===== config.mk =====
export PLATFORM = sky130hd
export DESIGN_NAME = mem_access_unit_flat
export DESIGN_NICKNAME = d
export VERILOG_FILES = /design/src/rtl/mem_access_unit_if.sv /design/src/rtl/mem_access_unit.sv /design/src/flat_wrapper.sv
export SDC_FILE = /design/constraint.sdc
export NUM_CORES = 1
export LEC_CHECK = 0
export ABC_AREA = 1
export ABC_CLOCK_PERIOD_IN_PS = 4500
export CAP_MARGIN = 10
export CORE_UTILIZATION = 45
export DETAILED_ROUTE_END_ITERATION = 7
export HOLD_SLACK_MARGIN = 0.12
export PLACE_DENSITY = 0.94
export SLEW_MARGIN = 20
export SYNTH_ARGS = -nofsm -noshare
export SYNTH_HDL_FRONTEND = slang
export SYNTH_SLANG_ARGS = --single-unit

===== constraint.sdc =====
create_clock -name clk -period 4.5 [get_ports clk]
set_input_delay 0.9 -clock clk [delete_from_list [all_inputs] [get_ports clk]]
set_output_delay 0.9 -clock clk [all_outputs]
set_load 0.01 [all_outputs]

===== src/rtl/mem_access_unit_if.sv =====
// mem_access_unit_if: req/ack data bus between the memory-access stage and memory
// Signals: bus_req_o, bus_we_o, bus_addr_o (word aligned), bus_sel_o (byte lanes),
//          bus_wdata_o driven by the master; bus_ack_i, bus_rdata_i driven by the slave.
interface mem_access_unit_if #(
    parameter int ADDR_W = 32
);
    logic              bus_req_o;
    logic              bus_we_o;
    logic [ADDR_W-1:0] bus_addr_o;
    logic [3:0]        bus_sel_o;
    logic [31:0]       bus_wdata_o;
    logic              bus_ack_i;
    logic [31:0]       bus_rdata_i;
    modport master (
        output bus_req_o, bus_we_o, bus_addr_o, bus_sel_o, bus_wdata_o,
        input  bus_ack_i, bus_rdata_i
    );
    modport slave (
        input  bus_req_o, bus_we_o, bus_addr_o, bus_sel_o, bus_wdata_o,
        output bus_ack_i, bus_rdata_i
    );
endinterface


===== src/rtl/mem_access_unit.sv =====
// mem_access_unit: load/store stage turning micro-ops into req/ack bus transactions
// Ports: clk, rst (sync, active-high); execute side valid_i, mem_op_i, addr_i,
//        store_data_i, wd_i, wreg_i, wdata_i; stall_o back to upstream; registered
//        write-back valid_o, wd_o, wreg_o, wdata_o plus align_err_o / bus_err_o pulses;
//        bus: master side of the data bus (req/we/addr/sel/wdata out, ack/rdata in).
module mem_access_unit #(
    parameter int ADDR_W     = 32,
    parameter int REG_ADDR_W = 5,
    parameter int TIMEOUT    = 16
) (
    input  logic                  clk,
    input  logic                  rst,
    input  logic                  valid_i,
    input  logic [3:0]            mem_op_i,
    input  logic [ADDR_W-1:0]     addr_i,
    input  logic [31:0]           store_data_i,
    input  logic [REG_ADDR_W-1:0] wd_i,
    input  logic                  wreg_i,
    input  logic [31:0]           wdata_i,
    output logic                  stall_o,
    output logic                  valid_o,
    output logic [REG_ADDR_W-1:0] wd_o,
    output logic                  wreg_o,
    output logic [31:0]           wdata_o,
    output logic                  align_err_o,
    output logic                  bus_err_o,
    mem_access_unit_if.master     bus
);
    localparam int CW = TIMEOUT > 1 ? $clog2(TIMEOUT + 1) : 1;

    typedef enum logic [1:0] {IDLE, BUS, DONE} state_t;

    state_t                state_q, state_d;
    logic [CW-1:0]         cnt_q, cnt_d;
    logic [3:0]            op_q, op_d;
    logic [1:0]            off_q, off_d;
    logic [ADDR_W-1:0]     addr_q, addr_d;
    logic [3:0]            sel_q, sel_d;
    logic                  we_q, we_d;
    logic [31:0]           bwdata_q, bwdata_d;
    logic                  valid_q, valid_d;
    logic [REG_ADDR_W-1:0] wd_q, wd_d;
    logic                  wreg_q, wreg_d;
    logic [31:0]           wdata_q, wdata_d;
    logic                  aerr_q, aerr_d;
    logic                  berr_q, berr_d;

    logic [1:0]  a;
    logic        is_b, is_h, is_w, is_st, is_mem, aligned, accept, misal, expired;
    logic [3:0]  sel_in;
    logic [31:0] wdata_in, sh, ld_data;

    assign a        = addr_i[1:0];
    assign is_b     = mem_op_i == 4'd1 || mem_op_i == 4'd2 || mem_op_i == 4'd9;
    assign is_h     = mem_op_i == 4'd3 || mem_op_i == 4'd4 || mem_op_i == 4'd10;
    assign is_w     = mem_op_i == 4'd5 || mem_op_i == 4'd11;
    assign is_st    = mem_op_i == 4'd9 || mem_op_i == 4'd10 || mem_op_i == 4'd11;
    assign is_mem   = is_b | is_h | is_w;
    assign aligned  = is_b | (is_h & ~a[0]) | (is_w & (a == 2'd0));
    assign accept   = state_q == IDLE && valid_i && aligned;
    assign misal    = state_q == IDLE && valid_i && is_mem && !aligned;
    assign sel_in   = is_b ? 4'b0001 << a : is_h ? (a[1] ? 4'b1100 : 4'b0011) : 4'b1111;
    assign wdata_in = is_b ? {4{store_data_i[7:0]}} : is_h ? {2{store_data_i[15:0]}} : store_data_i;

    // Timeout fires on the last permitted wait cycle; TIMEOUT = 0 never fires.
    assign expired  = TIMEOUT != 0 && cnt_q == CW'(TIMEOUT - 1);

    // Bring the addressed lane(s) down to bit 0, then extend per the latched op.
    assign sh       = bus.bus_rdata_i >> {off_q, 3'b000};
    assign ld_data  = op_q == 4'd1 ? {{24{sh[7]}}, sh[7:0]} :
                      op_q == 4'd2 ? {24'd0, sh[7:0]} :
                      op_q == 4'd3 ? {{16{sh[15]}}, sh[15:0]} :
                      op_q == 4'd4 ? {16'd0, sh[15:0]} : sh;

    assign stall_o         = accept || state_q == BUS;
    assign bus.bus_req_o   = state_q == BUS;
    assign bus.bus_we_o    = we_q;
    assign bus.bus_addr_o  = addr_q;
    assign bus.bus_sel_o   = sel_q;
    assign bus.bus_wdata_o = bwdata_q;
    assign valid_o         = valid_q;
    assign wd_o            = wd_q;
    assign wreg_o          = wreg_q;
    assign wdata_o         = wdata_q;
    assign align_err_o     = aerr_q;
    assign bus_err_o       = berr_q;

    always_comb begin
        state_d  = state_q;
        cnt_d    = cnt_q;
        op_d     = op_q;
        off_d    = off_q;
        addr_d   = addr_q;
        sel_d    = sel_q;
        we_d     = we_q;
        bwdata_d = bwdata_q;
        valid_d  = 1'b0;
        wd_d     = wd_q;
        wreg_d   = wreg_q;
        wdata_d  = wdata_q;
        aerr_d   = 1'b0;
        berr_d   = 1'b0;
        case (state_q)
            IDLE: begin
                if (accept) begin
                    state_d  = BUS;
                    cnt_d    = '0;
                    op_d     = mem_op_i;
                    off_d    = a;
                    addr_d   = {addr_i[ADDR_W-1:2], 2'b00};
                    sel_d    = sel_in;
                    we_d     = is_st;
                    bwdata_d = wdata_in;
                end else if (misal) begin
                    valid_d = 1'b1;
                    wd_d    = wd_i;
                    wreg_d  = 1'b0;
                    aerr_d  = 1'b1;
                end else begin
                    valid_d = valid_i;
                    wd_d    = wd_i;
                    wreg_d  = wreg_i;
                    wdata_d = wdata_i;
                end
            end
            BUS: begin
                // Inputs are held stable by stall_o, so wd_i/wreg_i are still this op's.
                if (bus.bus_ack_i) begin
                    state_d = DONE;
                    valid_d = 1'b1;
                    wd_d    = wd_i;
                    wreg_d  = we_q ? 1'b0 : wreg_i;
                    wdata_d = we_q ? wdata_q : ld_data;
                end else if (expired) begin
                    state_d = DONE;
                    valid_d = 1'b1;
                    wd_d    = wd_i;
                    wreg_d  = 1'b0;
                    berr_d  = 1'b1;
                end else begin
                    cnt_d = cnt_q + CW'(1);
                end
            end
            default: state_d = IDLE;
        endcase
    end

    always_ff @(posedge clk) begin
        if (rst) begin
            state_q  <= IDLE;
            cnt_q    <= '0;
            op_q     <= '0;
            off_q    <= '0;
            addr_q   <= '0;
            sel_q    <= '0;
            we_q     <= 1'b0;
            bwdata_q <= '0;
            valid_q  <= 1'b0;
            wd_q     <= '0;
            wreg_q   <= 1'b0;
            wdata_q  <= '0;
            aerr_q   <= 1'b0;
            berr_q   <= 1'b0;
        end else begin
            state_q  <= state_d;
            cnt_q    <= cnt_d;
            op_q     <= op_d;
            off_q    <= off_d;
            addr_q   <= addr_d;
            sel_q    <= sel_d;
            we_q     <= we_d;
            bwdata_q <= bwdata_d;
            valid_q  <= valid_d;
            wd_q     <= wd_d;
            wreg_q   <= wreg_d;
            wdata_q  <= wdata_d;
            aerr_q   <= aerr_d;
            berr_q   <= berr_d;
        end
    end
endmodule


===== src/flat_wrapper.sv =====
// flat-port wrapper written by rule: the top's interface ports become plain ports
module mem_access_unit_flat 
#(
    parameter int ADDR_W     = 32,
    parameter int REG_ADDR_W = 5,
    parameter int TIMEOUT    = 16
)
  (clk, rst, valid_i, mem_op_i, addr_i, store_data_i, wd_i, wreg_i, wdata_i, stall_o, valid_o, wd_o, wreg_o, wdata_o, align_err_o, bus_err_o, bus_bus_req_o, bus_bus_we_o, bus_bus_addr_o, bus_bus_sel_o, bus_bus_wdata_o, bus_bus_ack_i, bus_bus_rdata_i);
  mem_access_unit_if #(.ADDR_W(ADDR_W)) bus_i ();
  input  logic clk;
  input  logic rst;
  input  logic valid_i;
  input  logic [3:0] mem_op_i;
  input  logic [ADDR_W-1:0] addr_i;
  input  logic [31:0] store_data_i;
  input  logic [REG_ADDR_W-1:0] wd_i;
  input  logic wreg_i;
  input  logic [31:0] wdata_i;
  output logic stall_o;
  output logic valid_o;
  output logic [REG_ADDR_W-1:0] wd_o;
  output logic wreg_o;
  output logic [31:0] wdata_o;
  output logic align_err_o;
  output logic bus_err_o;
  output wire logic [$bits(bus_i.bus_req_o)-1:0] bus_bus_req_o;
  output wire logic [$bits(bus_i.bus_we_o)-1:0] bus_bus_we_o;
  output wire logic [$bits(bus_i.bus_addr_o)-1:0] bus_bus_addr_o;
  output wire logic [$bits(bus_i.bus_sel_o)-1:0] bus_bus_sel_o;
  output wire logic [$bits(bus_i.bus_wdata_o)-1:0] bus_bus_wdata_o;
  input wire logic [$bits(bus_i.bus_ack_i)-1:0] bus_bus_ack_i;
  input wire logic [$bits(bus_i.bus_rdata_i)-1:0] bus_bus_rdata_i;
  assign bus_bus_req_o = bus_i.bus_req_o;
  assign bus_bus_we_o = bus_i.bus_we_o;
  assign bus_bus_addr_o = bus_i.bus_addr_o;
  assign bus_bus_sel_o = bus_i.bus_sel_o;
  assign bus_bus_wdata_o = bus_i.bus_wdata_o;
  assign bus_i.bus_ack_i = bus_bus_ack_i;
  assign bus_i.bus_rdata_i = bus_bus_rdata_i;
  mem_access_unit #(.ADDR_W(ADDR_W), .REG_ADDR_W(REG_ADDR_W), .TIMEOUT(TIMEOUT)) u_core (.clk(clk), .rst(rst), .valid_i(valid_i), .mem_op_i(mem_op_i), .addr_i(addr_i), .store_data_i(store_data_i), .wd_i(wd_i), .wreg_i(wreg_i), .wdata_i(wdata_i), .stall_o(stall_o), .valid_o(valid_o), .wd_o(wd_o), .wreg_o(wreg_o), .wdata_o(wdata_o), .align_err_o(align_err_o), .bus_err_o(bus_err_o), .bus(bus_i));
endmodule

== Word level (Yosys, flattened, before mapping) ==
Index checks and enable logic that the tools add are counted.
Operators by class
  add/subtract/negate cells: 1
  equal/unequal tests: 22
  shift operators: 2
  mux-type cells: 38
  bitwise operators: 9
  reduce and logical (&&, ||, !) cells: 23
Operators with widths (number)
  32-bit two-way mux: 10
  32-bit one-hot mux with 2 select lines: 1
  32-bit by 5-bit >> shifter with 32-bit output: 1
  5-bit two-way mux: 6
  5-bit one-hot mux with 2 select lines: 2
  4-bit by 2-bit == test with 1-bit output, second input constant: 4
  4-bit by 3-bit == test with 1-bit output, second input constant: 3
  4-bit == test, second input constant: 3
  4-bit two-way mux: 3
  1-bit two-way mux: 10
  2-bit != test, second input constant: 5
  4-bit by 1-bit == test with 1-bit output, second input constant: 2
  1-bit logical OR: 8
  2-bit two-way mux: 3
  3-bit OR reduction: 2
  5-bit by 1-bit adder with 5-bit output, second input constant: 1
  5-bit by 4-bit == test with 1-bit output, second input constant: 1
  5-bit AND reduction: 1
  1-bit logical AND: 4
  2-bit logical NOT: 2
  2-bit by 1-bit != test with 1-bit output, second input constant: 2
  1-bit OR: 4
  1-bit one-hot mux with 2 select lines: 2
  2-bit one-hot mux with 2 select lines: 1
  other kinds (10): 14
Storage, ports and cells
  flip-flop bits (word level): 121
  input port bits: 142
  output and inout bits: 112
  word-level logic and storage cells: 109

== Longest topological paths before layout ==
  depth in word-level cells: 11
  gate-level depth with buffers: 14
  mapped depth without buffers: 13

== Worst setup path after synthesis ==
Ideal clock, no wire load.
  path type: input to output
  from: input mem_op_i[2]
  to: output stall_o
  arrival: 1814 ps
  setup slack: 1786 ps
  stages: 10
  buffers on the path: 2
  cell sequence: inv_2 nor2_1 nand2_1 nand3_2 nand2_1 nand3_1 nand2_2 buf_6 buf_2 nand2_1
On the way
  word-level cells in the longest chain between the ends: 8
  elaborated cells between the ends (all ways): 19
Ends and longest elaborated chain
  from (decl): RTL line flat_wrapper.sv:13  | input logic [3:0] mem_op_i;
  4-bit by 2-bit == test with 1-bit output or 4-bit by 3-bit == test with 1-bit output (tied branches): RTL line mem_access_unit.sv:55  | assign is_h = mem_op_i == 4'd3 || mem_op_i == 4'd4 || mem_op_i == 4'd10;
  1-bit logical OR (2 in series): RTL line mem_access_unit.sv:55
  1-bit bitwise AND: RTL line mem_access_unit.sv:59  | assign aligned = is_b | (is_h & ~a[0]) | (is_w & (a == 2'd0));
  1-bit OR: RTL line mem_access_unit.sv:59
  1-bit OR *: RTL line mem_access_unit.sv:59
  1-bit logical AND *: RTL line mem_access_unit.sv:60  | assign accept = state_q == IDLE && valid_i && aligned;
  1-bit logical OR *: RTL line mem_access_unit.sv:75  | assign stall_o = accept || state_q == BUS;
  to (decl): RTL line flat_wrapper.sv:19  | output logic stall_o;
Every way passes the cells marked *; elsewhere a longest branch is shown, timed or not.

== Worst setup path after layout ==
Ends and elaborated chain as after synthesis.

==> results.txt <==
----------------------------------------------------
[Run status]
  Outcome ... complete, no violations

[Clock tree]
  Clk Tree Root Cell ... sky130_fd_sc_hd__clkbuf_16
  Post-CTS Resized ... 0
  Number of buffers created by CTS ... 17
  TritonCTS clock tree ... built
  Number of buffers on the longest clock path ... 2
  Clock tree sinks ... 121
  Post-CTS clock slew at the launch and capture registers of the worst setup and hold paths ... 0.05 ns
  H-tree Lvls ... 4
  Insertion delay of the later-clocked pin in the worst-skew pair ... 0.42 ns
  Hold-fix buffer count after cts ... 0
  Post-CTS Setup Inserts ... 0

[Floorplan]
  Starting utilization of the core area ... 47.0%
  Row count ... 40
  Overall die width ... 115 µm
  Area of the die ... 0.0133 mm²
  Core box area ... 0.0123 mm²
  Top Ports ... 254
  Die height ... 115 µm

[Synthesis]
  Area fraction of the dominant cell type after synthesis ... 42.0%
  Share of synthesized area occupied by flip-flops and latches ... 42.0%
  Number of unique standard cell types used by synthesis ... 35
  Synthesis-stage register bit count ... 121
  Cell Area, Synth ... 0.00576 mm²
  Post-synthesis cell type with the largest combined area ... sky130_fd_sc_hd__dfxtp_1
  Mean cell area of the mapped netlist ... 6.87 µm²
  Number of warnings reported in the yosys synthesis log ... 0
  Post-Synthesis Cells ... 839
  Largest cells by area after synthesis ... sky130_fd_sc_hd__dfxtp_1, sky130_fd_sc_hd__nor2_1, sky130_fd_sc_hd__o21ai_0

[Global routing]
  Met3 GRT Util ... 9.65%
  Overall fraction of global-route tracks in use ... 29.9%
  Met2 GRT Util ... 52.4%
  Met1 track demand over resource ... 32.8%
  Global-route wire length before repair ... 30.3 mm
  Largest net degree at the start of global routing ... 84
  Number of global-route vias before repair ... 6116
  Most Crowded Layer GR ... met2
  Global-route congestion overflow total ... 0
  Number of antenna violations at the first check in global routing ... 0

[Hold path]
  Worst min-delay path category ... register to register
  Worst Hold Path Cells ... 2
  Worst-case hold path end point ... u_core.wdata_o[6]
  Launch point of the worst hold path ... u_core.wdata_o[6]

[Layout]
  NumNets Final ... 1204
  Count of filler cells inserted in the layout ... 949
  Syn-to-layout area delta ... 53.2%
  Post-Route Utilization ... 72.0%
  Post-route design area ... 0.00883 mm²
  Diodes inserted ... 0
  Share of post-route cells with drive strength above 1 ... 6.06%

[STA]
  Maximum frequency from static timing analysis ... 266 MHz
  Slew @ Worst Pin ... 0.776 ns
  Final setup violation count ... 0
  Crit share post-route ... 83.5%
  Fin crit period ... 3.76 ns
  Unrepaired setup endpoints after global routing ... false
  Final clock skew ... 0.00618 ns
  Slew Limit Fails ... 0
  Max transition margin ... 48.3%
  Final hold vios ... 0
  Worst hold slack ... 0.466 ns
  Sum of negative setup slack ... 0 ns

[Place]
  Routability Congestion ... 0.948
  Placement Cell Area ... 0.00823 mm²
  I/O Buffers ... 251
  Placed wire-length estimate ... 13.7 mm

[Critical path]
  Register-to-register path setup slack ... 1.97 ns
  Critical path fanouts, max ... 12
  Critical Path AT ... 2.86 ns
  CP startpoint kind ... primary input
  Data required time at the worst endpoint ... 3.60 ns
  Path type of the worst setup path ... primary input to primary output
  Reg2reg path depth ... 8
  FF-to-FF Start ... u_core.off_q[1]
  Crit. End Element ... primary output
  Terminus of the critical flop-to-flop path ... u_core.wdata_o[11]

[Routing]
  Wirelength, routed ... 19.9 mm
  Number of nets with antenna violations after routing ... 0
  DR iter-0 viols ... 641
  Vias post-DR ... 6640
  Drc violations ... 0
  First-pass iteration count of the detailed router ... 5
  Average detailed-routed wire length per instance ... 16.0 µm
  Detailed-route vias per instance ... 5.35

[Power]
  Worst IR Drop VDD ... 0.000305 V
  Overall power after layout ... 0.00334 W
  Leakage component of the power ... 3.56 nW
  Pwr Density ... 378 mW/mm²

[Flow run]
  Total of max-cap violations ... 0

----------------------------------------------------
registers in the layout, summed over array words and instances, names as in the netlist:
register                flops
u_core.wdata_o             32
u_core.bus_err_o            1
u_core.bus.bus_we_o         1
u_core.align_err_o          1
u_core.bus.bus_addr_o      30
u_core.bus.bus_wdata_o     32
u_core.wreg_o               1
u_core.cnt_q                5
u_core.state_q              2
u_core.bus.bus_sel_o        4
u_core.off_q                2
u_core.wd_o                 5
u_core.op_q                 4
u_core.valid_o              1
cell usage after synthesis, drive strengths merged:
library cell and instances:
conb 1, nand4 3, inv 46, dfxtp 121, nor2 180, a21oi 97, nor3b 2, nor4b 1
a21boi 1, mux2i 7, ha 2, or2 9, buf 31, o22ai 10, nand3b 1, nand2 134
a211oi 2, o211a 2, o21ai 141, nand3 15, clkbuf 27, o211ai 1, nor3 5
worst max-delay path by stage:
stage               to         from  slack, ns  depth (start not counted)
6_report       stall_o  mem_op_i[2]       0.74                         10
2_1_floorplan  stall_o  mem_op_i[2]       1.79                         10
3_3_place_gp   stall_o  mem_op_i[2]       0.77                         10
4_1_cts        stall_o  mem_op_i[2]       0.72                         10
5_1_grt        stall_o  mem_op_i[1]       0.59                         10
3_5_place_dp   stall_o  mem_op_i[2]       0.73                         10
critical path, cell delays in order:
cell                              delay [ns]
sky130_fd_sc_hd__clkdlybuf4s50_1        0.54
sky130_fd_sc_hd__inv_2                  0.07
sky130_fd_sc_hd__nor2_1                 0.12
sky130_fd_sc_hd__nand2_1                0.09
sky130_fd_sc_hd__nand3_2                0.25
sky130_fd_sc_hd__nand2_1                0.08
sky130_fd_sc_hd__nand3_1                0.12
sky130_fd_sc_hd__nand2_2                0.06
sky130_fd_sc_hd__nand2_1                0.06
sky130_fd_sc_hd__clkdlybuf4s50_1        0.54
per-stage QoR:
step           std cells  setup slack (ns)
2_1_floorplan        840              1.79
3_3_place_gp        1209             0.767
3_5_place_dp        1209             0.725
4_1_cts             1241             0.721
5_1_grt             1241             0.587
6_report            1241             0.744
cell usage in the layout, fill, tap and decap left out, types with 3 or more instances in the layout:
cell / count
sky130_fd_sc_hd__nand3_1: 14
sky130_fd_sc_hd__inv_2: 5
sky130_fd_sc_hd__mux2i_1: 7
sky130_fd_sc_hd__o21ai_1: 9
sky130_fd_sc_hd__a21oi_1: 96
sky130_fd_sc_hd__clkinvlp_4: 4
sky130_fd_sc_hd__inv_1: 39
sky130_fd_sc_hd__or2_2: 8
sky130_fd_sc_hd__o22ai_1: 10
sky130_fd_sc_hd__nor2_1: 177
sky130_fd_sc_hd__nand2_1: 130
sky130_fd_sc_hd__o21ai_0: 131
sky130_fd_sc_hd__buf_4: 7
sky130_fd_sc_hd__nor3_1: 5
sky130_fd_sc_hd__clkinv_4: 3
sky130_fd_sc_hd__dfxtp_1: 121
sky130_fd_sc_hd__nand4_1: 3
sky130_fd_sc_hd__nand2_2: 3
sky130_fd_sc_hd__clkbuf_16: 17
sky130_fd_sc_hd__clkdlybuf4s50_1: 251
final cells by class:
cell class | instances | area [µm²] | area share (%)
timing repair buffer | 259 | 2580 | 29.3
tap | 168 | 210 | 2.38
inverter | 46 | 178 | 2.01
multi-input combinational | 615 | 2840 | 32.1
clock inverter | 13 | 144 | 1.63
sequential | 121 | 2420 | 27.4
clock buffer | 19 | 453 | 5.13
where the power goes:
part	switching [W]	internal [W]	total, W
Combinational	0.000384	0.000374	0.000758
Clock	0.000516	0.000847	0.00136
Sequential	0.0000511	0.00116	0.00121
Total	0.000951	0.00238	0.00334
kinds of logic after synthesis:
logic type | synth area share (%)
other | 0.0651
buffers and inverters | 8.88
AO/OA/AOI/OAI | 22.7
adder cells (fa/ha/maj) | 0.434
multiplexers | 1.22
flip-flops | 42.0
AND/OR/NAND/NOR | 24.6
layer usage:
| metal | vias to the layer above | part of all wire [%] |
|---|---|---|
| met2 | 380 | 48 |
| met3 | 52 | 10 |
| met5 | - | 0 |
| li1 | 3198 | - |
| met4 | 0 | 3.4 |
| met1 | 3010 | 38 |
Power figures use the tool's default switching activity.
==> RTL edit: new RTL, same flow settings <==
`ADDR_W` is set to 32 in 3 places; all go to 16.
--- a/src/rtl/mem_access_unit_if.sv
+++ b/src/rtl/mem_access_unit_if.sv
@@ -4,3 +4,3 @@
 interface mem_access_unit_if #(
-    parameter int ADDR_W = 32
+    parameter int ADDR_W = 16
 );
--- a/src/rtl/mem_access_unit.sv
+++ b/src/rtl/mem_access_unit.sv
@@ -6,3 +6,3 @@
 module mem_access_unit #(
-    parameter int ADDR_W     = 32,
+    parameter int ADDR_W     = 16,
     parameter int REG_ADDR_W = 5,
--- a/src/flat_wrapper.sv
+++ b/src/flat_wrapper.sv
@@ -3,3 +3,3 @@
 #(
-    parameter int ADDR_W     = 32,
+    parameter int ADDR_W     = 16,
     parameter int REG_ADDR_W = 5,
Interface: changed (resized addr_i and bus_bus_addr_o); port bits go from 254 to 222. No check against the original RTL was run, so the function may have changed too.
==> RTL edit against the original RTL <==
Count of clock-buffer cells in the layout decreased by 10; area after synthesis decreased by 9.9%; largest power group is now sequential cells; fmax increased by 4.5%; cell count decreased by 12%; largest cell class unchanged; total power decreased by 25%; worst setup slack improved by 0.16 ns; via count decreased by 13%; sequential cell count decreased by 16; routed wire length decreased by 15%; combinational power decreased by 11%; critical path depth unchanged; design area decreased by 14%.
==> RTL edit: results (changes against the original RTL) <==
[run_status]
run_status = complete, no violations

[grt]
grt_start_max_net_pins = 80  ; -4.8%
grt_first_pass_wirelength_um = 25880  ; -14%
grt_pass1_vias = 5352  ; -12%
met2_usage = 0.4798  ; -0.04391
use_met1 = 0.3217  ; -0.006612
grt_use_total = 0.2793  ; -0.01927

[synth]
ys_top_cells_by_count = 154 x nor2_1, 122 x nand2_1, 122 x o21ai_0
synth_compound_area_frac = 0.2384  ; +0.01096
synthDistinctLibCells = 34  ; -2.9%
synth_mux_area_frac = 0.01349  ; +0.001332
ys_seq_area_frac = 0.4046  ; -0.01561

[detailed_routing]
dr.pass1.iters = 7  ; +2
drt-met1-wl_um = 6616  ; -13%
wl_met2_um = 8020  ; -17%
drt_iter0_drc = 570  ; -11%
wl_um = 16950  ; -15%
vias = 5805  ; -13%
wl_met3_um = 1874  ; -5.4%

[power]
power.internal_uw = 1733  ; -27%
clkPwrFrac = 0.312  ; -0.097
total_power_uw = 2514  ; -25%
vdd_drop_max_mv = 0.2264  ; -26%
pwr-share-seq = 0.420  ; +0.056
leakagePower_uw = 0.003086  ; -13%

[layout]
num-nets-final = 1076  ; -11%
drive_gt1_frac = 0.05247  ; -0.008112

[clock_network]
numCtsBuffers = 9  ; -8
clkTransAtPathRegs_ns = 0.08  ; +0.03 ns
h-tree-depth = 3  ; -1

[place]
place_congestion = 0.9713  ; +2.5%
pre_cts_slack_ns = 0.8897  ; +0.1643 ns
io_buffer_count = 219  ; -13%

[setup_path]
crit_fanout = 4  ; -8

-- RTL edit: cell types whose count changed after synthesis, moves of 3 or more --
cell,before,now
nand2_1,130,122
nor3_1,5,0
nand3_1,14,18
o22ai_1,10,3
buf_4,11,8
o21ai_0,132,122
inv_1,40,34
clkbuf_1,27,23
dfxtp_1,121,105
nor2_1,178,154
a21oi_2,1,4
-- RTL edit: area by class of cell --
cell class              count  area, um2  share of cell area
clock buffers               9      225.2             0.02960
clock inverters             7      70.07            0.009209
repair buffers            225       2237              0.2940
inverters                  39      150.1             0.01973
flip-flops and latches    105       2102              0.2763
well taps                 140      175.2             0.02302
multi-input cells         568       2649              0.3481
-- RTL edit: final timing paths --
check | startpoint | to | slack (ns) | cells after the start
worst max register to register | u_core.off_q[1] | u_core.wdata_o[23] | 1.79 | 7
worst max-delay path | mem_op_i[2] | stall_o | 0.91 | 10
worst min register to register | u_core.wdata_o[7] | u_core.wdata_o[7] | 0.47 | 2
worst min-delay path | u_core.wdata_o[7] | u_core.wdata_o[7] | 0.47 | 2
-- RTL edit: worst max-delay path: stages --
cell             delay [ns]
clkdlybuf4s50_1        0.53
inv_1                  0.11
nor2_1                 0.14
nand3_1                0.08
nand2_1                0.09
nand2_1                0.06
nand3_2                0.11
nand2_2                0.06
nand2_1                0.07
clkdlybuf4s50_1        0.55
-- RTL edit: metrics by stage --
step	cell area (um2)	cells	hold WS (ns)
6_report	7609	1093	0.4708
5_1_grt	7609	1093	0.4892
4_1_cts	7607	1093	0.4758
3_5_place_dp	7312	1077	0.4640
3_3_place_gp	7312	1077	0.4508
2_1_floorplan	5199	764	0.4681
